File: config.mk
export PLATFORM = sky130hd
export DESIGN_NAME = onehot_dispatch_decoder
export DESIGN_NICKNAME = d
export VERILOG_FILES = /design/src/rtl/onehot_dispatch_decoder.sv
export SDC_FILE = /design/constraint.sdc
export NUM_CORES = 1
export LEC_CHECK = 0
export BUFFER_PORTS_ARGS = -buffer_cell sky130_fd_sc_hd__clkbuf_2
export CORE_MARGIN = 4
export CORE_UTILIZATION = 40
export DETAILED_ROUTE_END_ITERATION = 8
export PLACE_DENSITY_LB_ADDON = 0.08
export SYNTH_ARGS = -nofsm -noshare
export SYNTH_HDL_FRONTEND = slang
export SYNTH_SLANG_ARGS = --single-unit
File: constraint.sdc
create_clock -name clk -period 1.9 [get_ports clk]
set_input_delay 0 -clock clk [delete_from_list [all_inputs] [get_ports clk]]
set_output_delay 0 -clock clk [all_outputs]
set_load 0.01 [all_outputs]
File: src/rtl/onehot_dispatch_decoder.sv
// Consumer side of a priority-encoder link: decodes an accepted index to a one-hot grant,
// holds it until done or timeout, and counts services completed by done.
module onehot_dispatch_decoder #(
  parameter int unsigned N_SEL   = 3,
  parameter int unsigned TIMEOUT = 15
) (
  input  logic                  clk,
  input  logic                  rst_n,
  input  logic                  in_valid,
  output logic                  in_ready,
  input  logic [N_SEL-1:0]      in_idx,
  input  logic                  in_none,
  output logic [2**N_SEL-1:0]   grant,
  output logic                  grant_valid,
  input  logic                  done,
  output logic                  timeout_err,
  output logic [N_SEL-1:0]      last_idx,
  output logic [7:0]            serviced_cnt
);

  localparam int unsigned NumLines  = 2**N_SEL;
  localparam logic [7:0]  TimerLast = 8'(TIMEOUT - 1);

  typedef enum logic [0:0] {StIdle, StActive} state_e;

  state_e              state_q, state_d;
  logic [NumLines-1:0] grant_q, grant_d;
  logic [N_SEL-1:0]    last_idx_q, last_idx_d;
  logic [7:0]          cnt_q, cnt_d;
  logic [7:0]          timer_q, timer_d;
  logic                err_q, err_d;

  always_ff @(posedge clk or negedge rst_n) begin
    if (!rst_n) begin
      state_q    <= StIdle;
      grant_q    <= '0;
      last_idx_q <= '0;
      cnt_q      <= '0;
      timer_q    <= '0;
      err_q      <= 1'b0;
    end else begin
      state_q    <= state_d;
      grant_q    <= grant_d;
      last_idx_q <= last_idx_d;
      cnt_q      <= cnt_d;
      timer_q    <= timer_d;
      err_q      <= err_d;
    end
  end

  always_comb begin
    state_d    = state_q;
    grant_d    = grant_q;
    last_idx_d = last_idx_q;
    cnt_d      = cnt_q;
    timer_d    = timer_q;
    err_d      = 1'b0;
    unique case (state_q)
      StIdle: begin
        // NONE requests are consumed without touching any state
        if (in_valid && in_ready && !in_none) begin
          state_d         = StActive;
          grant_d         = '0;
          grant_d[in_idx] = 1'b1;
          last_idx_d      = in_idx;
          timer_d         = '0;
        end
      end
      StActive: begin
        // done takes precedence over an expiry on the same edge
        if (done) begin
          state_d = StIdle;
          grant_d = '0;
          if (cnt_q != 8'hFF) cnt_d = cnt_q + 8'd1;
        end else if (timer_q == TimerLast) begin
          state_d = StIdle;
          grant_d = '0;
          err_d   = 1'b1;
        end else begin
          timer_d = timer_q + 8'd1;
        end
      end
      default: state_d = StIdle;
    endcase
  end

  always_comb begin
    in_ready     = rst_n && (state_q == StIdle);
    grant_valid  = (state_q == StActive);
    grant        = grant_q;
    timeout_err  = err_q;
    last_idx     = last_idx_q;
    serviced_cnt = cnt_q;
  end

endmodule

# Yosys cells after proc, flatten, opt, wreduce, memory -nomap -nowiden
# Index checks and enable logic that the tools add are counted.
# Widths: inputs -> output; s select.
dict set report op_classes {
  bitwise 1
  n_eq_ne 6
  magnitude_cmp 2
  n_addsub 2
  n_reduce_logical 9
  n_mux 17
}
# operator n
set ops {}
lappend ops {{$mux 8} 6}
lappend ops {{$pmux 8 s2} 2}
lappend ops {{$add 8x1->8 const B} 2}
lappend ops {{$eq 8x4->1 const B} 1}
lappend ops {{$ne 8x8->1 const B} 1}
lappend ops {{$mux 1} 7}
lappend ops {{$ne 2x2->1 const B} 3}
lappend ops {{$reduce_and 3->1} 2}
lappend ops {{$logic_and 1x1->1} 4}
lappend ops {{$lt 3x4->1 const B} 1}
lappend ops {{$reduce_and 2->1} 2}
lappend ops {{$demux 1 s3} 1}
lappend ops {{$ge 3x1->1 const B} 1}
lappend ops {{$ne 3x2->1 const B} 1}
lappend ops {{$pmux 1 s2} 1}
lappend ops {{$logic_not 1->1} 1}
lappend ops {{$not 1->1} 1}
dict set report word_totals {
  input_bits 8
  register_bits 29
  out_inout_bits 22
}

# Depth between registers and ports, before layout
dict set report logic_depth {
  ltp_word 6
  mapped_depth 7
  depth_no_buf 7
}

# Worst setup path before layout
# No wires, ideal clock.
dict set report synth_path {
  path_kind {register to register}
  startpoint {reg cnt_q[0], in the netlist serviced_cnt[0]}
  endpoint {reg cnt_q[1], in the netlist serviced_cnt[1]}
  t_required_ps 1775
  arrival_time_ps 1551
  path_stages_with_launch 5
  period_less_slack_ps 1676
  path_slack_ps 224
  path_cell_list {dfrtp_1 > ha_1 > and3_1 > a31oi_2 > mux2_2}
}
dict set report synth_via {
  elab_chain_cells 2
}
# item line
set synth_lines {}
lappend synth_lines {{from (decl)} 29} ;# logic [7:0] cnt_q, cnt_d;
lappend synth_lines {{from (signal assigned)} 45} ;# cnt_q <= cnt_d;
lappend synth_lines {{parallel branches: the longest is 2 deep, another holds $add 8x1->8} n/a}
# Several ways; the timed one is not identified.
# A chain may end at the register's enable or synchronous reset.

# Worst setup path after layout
dict set report layout_path {
  startpoint {reg timer_q[0]}
  endpoint {reg timer_q[3]}
}
dict set report layout_via {
  elab_chain_cells 4
}
# item line
set layout_lines {}
lappend layout_lines {{from (decl)} 30} ;# logic [7:0] timer_q, timer_d;
lappend layout_lines {{from (signal assigned)} 46} ;# timer_q <= timer_d;
lappend layout_lines {{$add 8x1->8} 80} ;# timer_d = timer_q + 8'd1;
lappend layout_lines {{$mux 8} 75} ;# end else if (timer_q == TimerLast) begin
lappend layout_lines {{$mux 8} 71} ;# if (done) begin
lappend layout_lines {{$pmux 8 s2} 58} ;# unique case (state_q)
# Parallel ways exist; a longest one is shown, timed or not. The select of a mux whose other input is x is not followed.

==> impl_metrics.yaml <==
run_status:
  outcome: "finished, final reports clean"
drt:
  avgRoutedWirePerCell_um: 12.9
  drc_errors: 0
  wl_met3_um: 180
  drt_iter0_drc: 73
  wl_met2_um: 1130
  dr.pass1.iters: 4
  vias_per_cell: 5.03
  wl_met1_um: 1350
  vias: 1051
  wl_um: 2690
  antenna_left: 0
  top_layer: "met4"
power:
  p_leak_nw: 0.839
  p_per_area_nw_per_um2: 907
  ir_worst_vdd_v: 0.000487
grt:
  grt_antenna_before_repair: 0
  grt_overflow_total: 0
  grt_pass1_vias: 1016
  track_usage_pct: 13.9
  grt_max_degree: 18
  grt_first_pass_wirelength_um: 4530
die:
  start_util_pct: 41.3
  io_pins: 30
  dieWidth_um: 66.7
  core-area_um2: 3340
  die_h_um: 66.7
  dieArea_um2: 4450
  rows: 21
synthesis:
  ys_types: 41
  ys.warnings.count: 0
  seq_area_frac_synth_pct: 52.7
  async_reset_ff_share_pct: 100
  syn_nets: 133
  synth-seq-cells: 29
  synth_edf_count: 0
  ys.flop_type: "dfrtp_1"
  syn_avg_cell_area_um2: 11.3
  postSynthCellCount: 122
  synth_area_um2: 1380
setup_path:
  r2r-start: "timer_q[0]"
  rr_worst_depth: 6
  arrival_ns: 1.98
  path_cells: "inv_1, ha_1, or3b_4, o21ai_4, nor4b_1, a211o_2"
  worstPathRequired_ns: 2.11
  crit_type: "reg2reg"
  cp-end-kind: "flip-flop"
  cpPeakStageDelay_ns: 0.44
  reg2reg_to: "timer_q[3]"
  crit_slowest_cell: "dfrtp_1"
  crit_path_max_fanout: 8
  r2r_slack_ns: 0.12
  cp-startpoint: "timer_q[0]"
  start_kind: "flip-flop"
finish:
  drive_gt1_share_pct: 31.3
  multi_input_area_um2: 632
  register_area_um2: 726
  instances_no_fill: 209
  nets: 173
  fill_cells: 322
  synthToLayoutAreaGrowth_pct: 22.9
  antenna_cells: 0
min_path:
  hp-class: "in2async"
sta:
  hold_violations: 0
  relSlewSlack_pct: 72.2
  fmax_mhz: 563
  min_period_over_period_pct: 93.5
  drv_slew: 0
  fin_skew_ns: 0.00494
  min_period_ns: 1.78
  fin_tns_setup_ns: 0
  rsz0062_at_grt: "false"
  tightest_slew_ns: 0.415
  finalSetupViolCount: 0
clocking:
  clk_pin_slew_ns: 0.09
  h-tree-depth: 2
  clock-sinks: 29
  post_cts_buffers: 0
  clk_latency_ns: 0.32
  cts-buffers-inserted: 5
  cts_buffer_depth: 2
  cts-root-buf: "clkbuf_4"
  cts_tree: "yes"
  post_cts_resized: 0
placed_design:
  place_inst: 197
  dpl.hpwl_um: 2010
  io_buffers: 29
  gp_congestion: 0.772
job:
  maxCapViolCount: 0
## final cells by class
class | count | share of cell area, %
Sequential cell | 29 | 42.9
Multi-Input combinational cell | 88 | 37.3
Clock inverter | 1 | 0.296
Timing Repair Buffer | 34 | 11.4
Tap cell | 46 | 3.40
Inverter | 4 | 0.887
Clock buffer | 7 | 3.84
## placed cells by master, fill, tap and decap left out, types with 2 or more instances in the layout
master	instances
inv_1	3
o2bb2ai_1	2
a22o_1	4
dlygate4sd3_1	4
nor2_1	5
nor2b_1	2
nand3_1	5
ha_1	3
o21ai_0	5
and3_1	4
clkbuf_2	29
dfrtp_1	29
xnor2_1	6
or3_1	2
nand2_1	14
a21oi_1	3
a32o_1	2
clkbuf_8	2
clkbuf_4	5
nand4_1	4
nor3_1	2
a21o_2	2
nor3b_1	3
## power by group
part / switching (W) / internal (W)
clock network: 0.000207 / 0.000214
logic: 0.000166 / 0.000152
registers: 0.0000944 / 0.000701
## routing by layer
layer / vias to the layer above / global-route usage, %
met2: 28 / 21.2
met5: - / 0
li1: 528 / -
met3: 4 / 5.73
met4: 0 / 6.09
met1: 491 / 17.2
## state kept, by name (all words and copies together), names as in the netlist
register      flops
grant_valid       1
timeout_err       1
serviced_cnt      8
last_idx          3
timer_q           8
grant             8
## synthesized netlist by cell type, types with 4 or more instances
| library cell | instances | area, µm² |
|---|---|---|
| a22o_1 | 4 | 35.0 |
| and3_1 | 4 | 25.0 |
| dfrtp_1 | 29 | 726 |
| nand2_1 | 14 | 52.6 |
| nand3_1 | 5 | 25.0 |
| nand4_1 | 4 | 25.0 |
| nor2_1 | 5 | 18.8 |
| o21ai_0 | 5 | 25.0 |
| xnor2_1 | 6 | 52.6 |
## kinds of logic (layout without fill, tap and decap cells)
logic type | Yosys count | count (layout) | synth area share (%)
buf+inv | 5 | 46 | 1.45
fa+ha+maj | 3 | 3 | 2.73
xor+xnor | 7 | 7 | 4.45
compound gates | 28 | 28 | 16.5
simple gates | 49 | 49 | 21.3
flops | 29 | 29 | 52.7
mux | 1 | 1 | 0.817
## how the worst max path moves through the flow
stage / slack [ns] / cells past startpoint / to
CTS: 0.11 / 6 / grant[1]
finish: 0.12 / 6 / timer_q[3]
global placement: 0.16 / 6 / grant[5]
floorplan: 0.22 / 4 / serviced_cnt[1]
global route: 0.02 / 6 / timer_q[3]
detailed placement: 0.11 / 6 / grant[1]
## worst max-delay path, delay by kind of cell, from the launching register on
family                   cells  cell delay (ns)
buffers and inverters        1             0.08
AND/OR/NAND/NOR              2             0.50
AO/OA/AOI/OAI                2             0.52
flip-flops                   1             0.44
adder cells (fa/ha/maj)      1             0.13
## through the flow
| step | setup slack, ns | total power [W] | utilization, % | instance area [µm²] | hold WS (ns) |
|---|---|---|---|---|---|
| 4_1_cts | 0.109 | 0.00156 | 50.7 | 1690 | 0.101 |
| 2_1_floorplan | 0.224 | 0.000985 | - | 1380 | -0.296 |
| 5_1_grt | 0.0187 | 0.00165 | 50.7 | 1690 | 0.101 |
| 3_5_place_dp | 0.111 | 0.00113 | 47.4 | 1580 | -0.0849 |
| 3_3_place_gp | 0.162 | 0.00112 | 47.4 | 1580 | -0.0802 |
| 6_report | 0.124 | 0.00153 | 50.7 | 1690 | 0.100 |
## repair_timing
item | in CTS | in global routing
endpoints found under the setup margin | 0 | 0
endpoints found under the hold margin | 33 | 0
hold buffers | 4 | 0
Power figures use the tool's default switching activity.
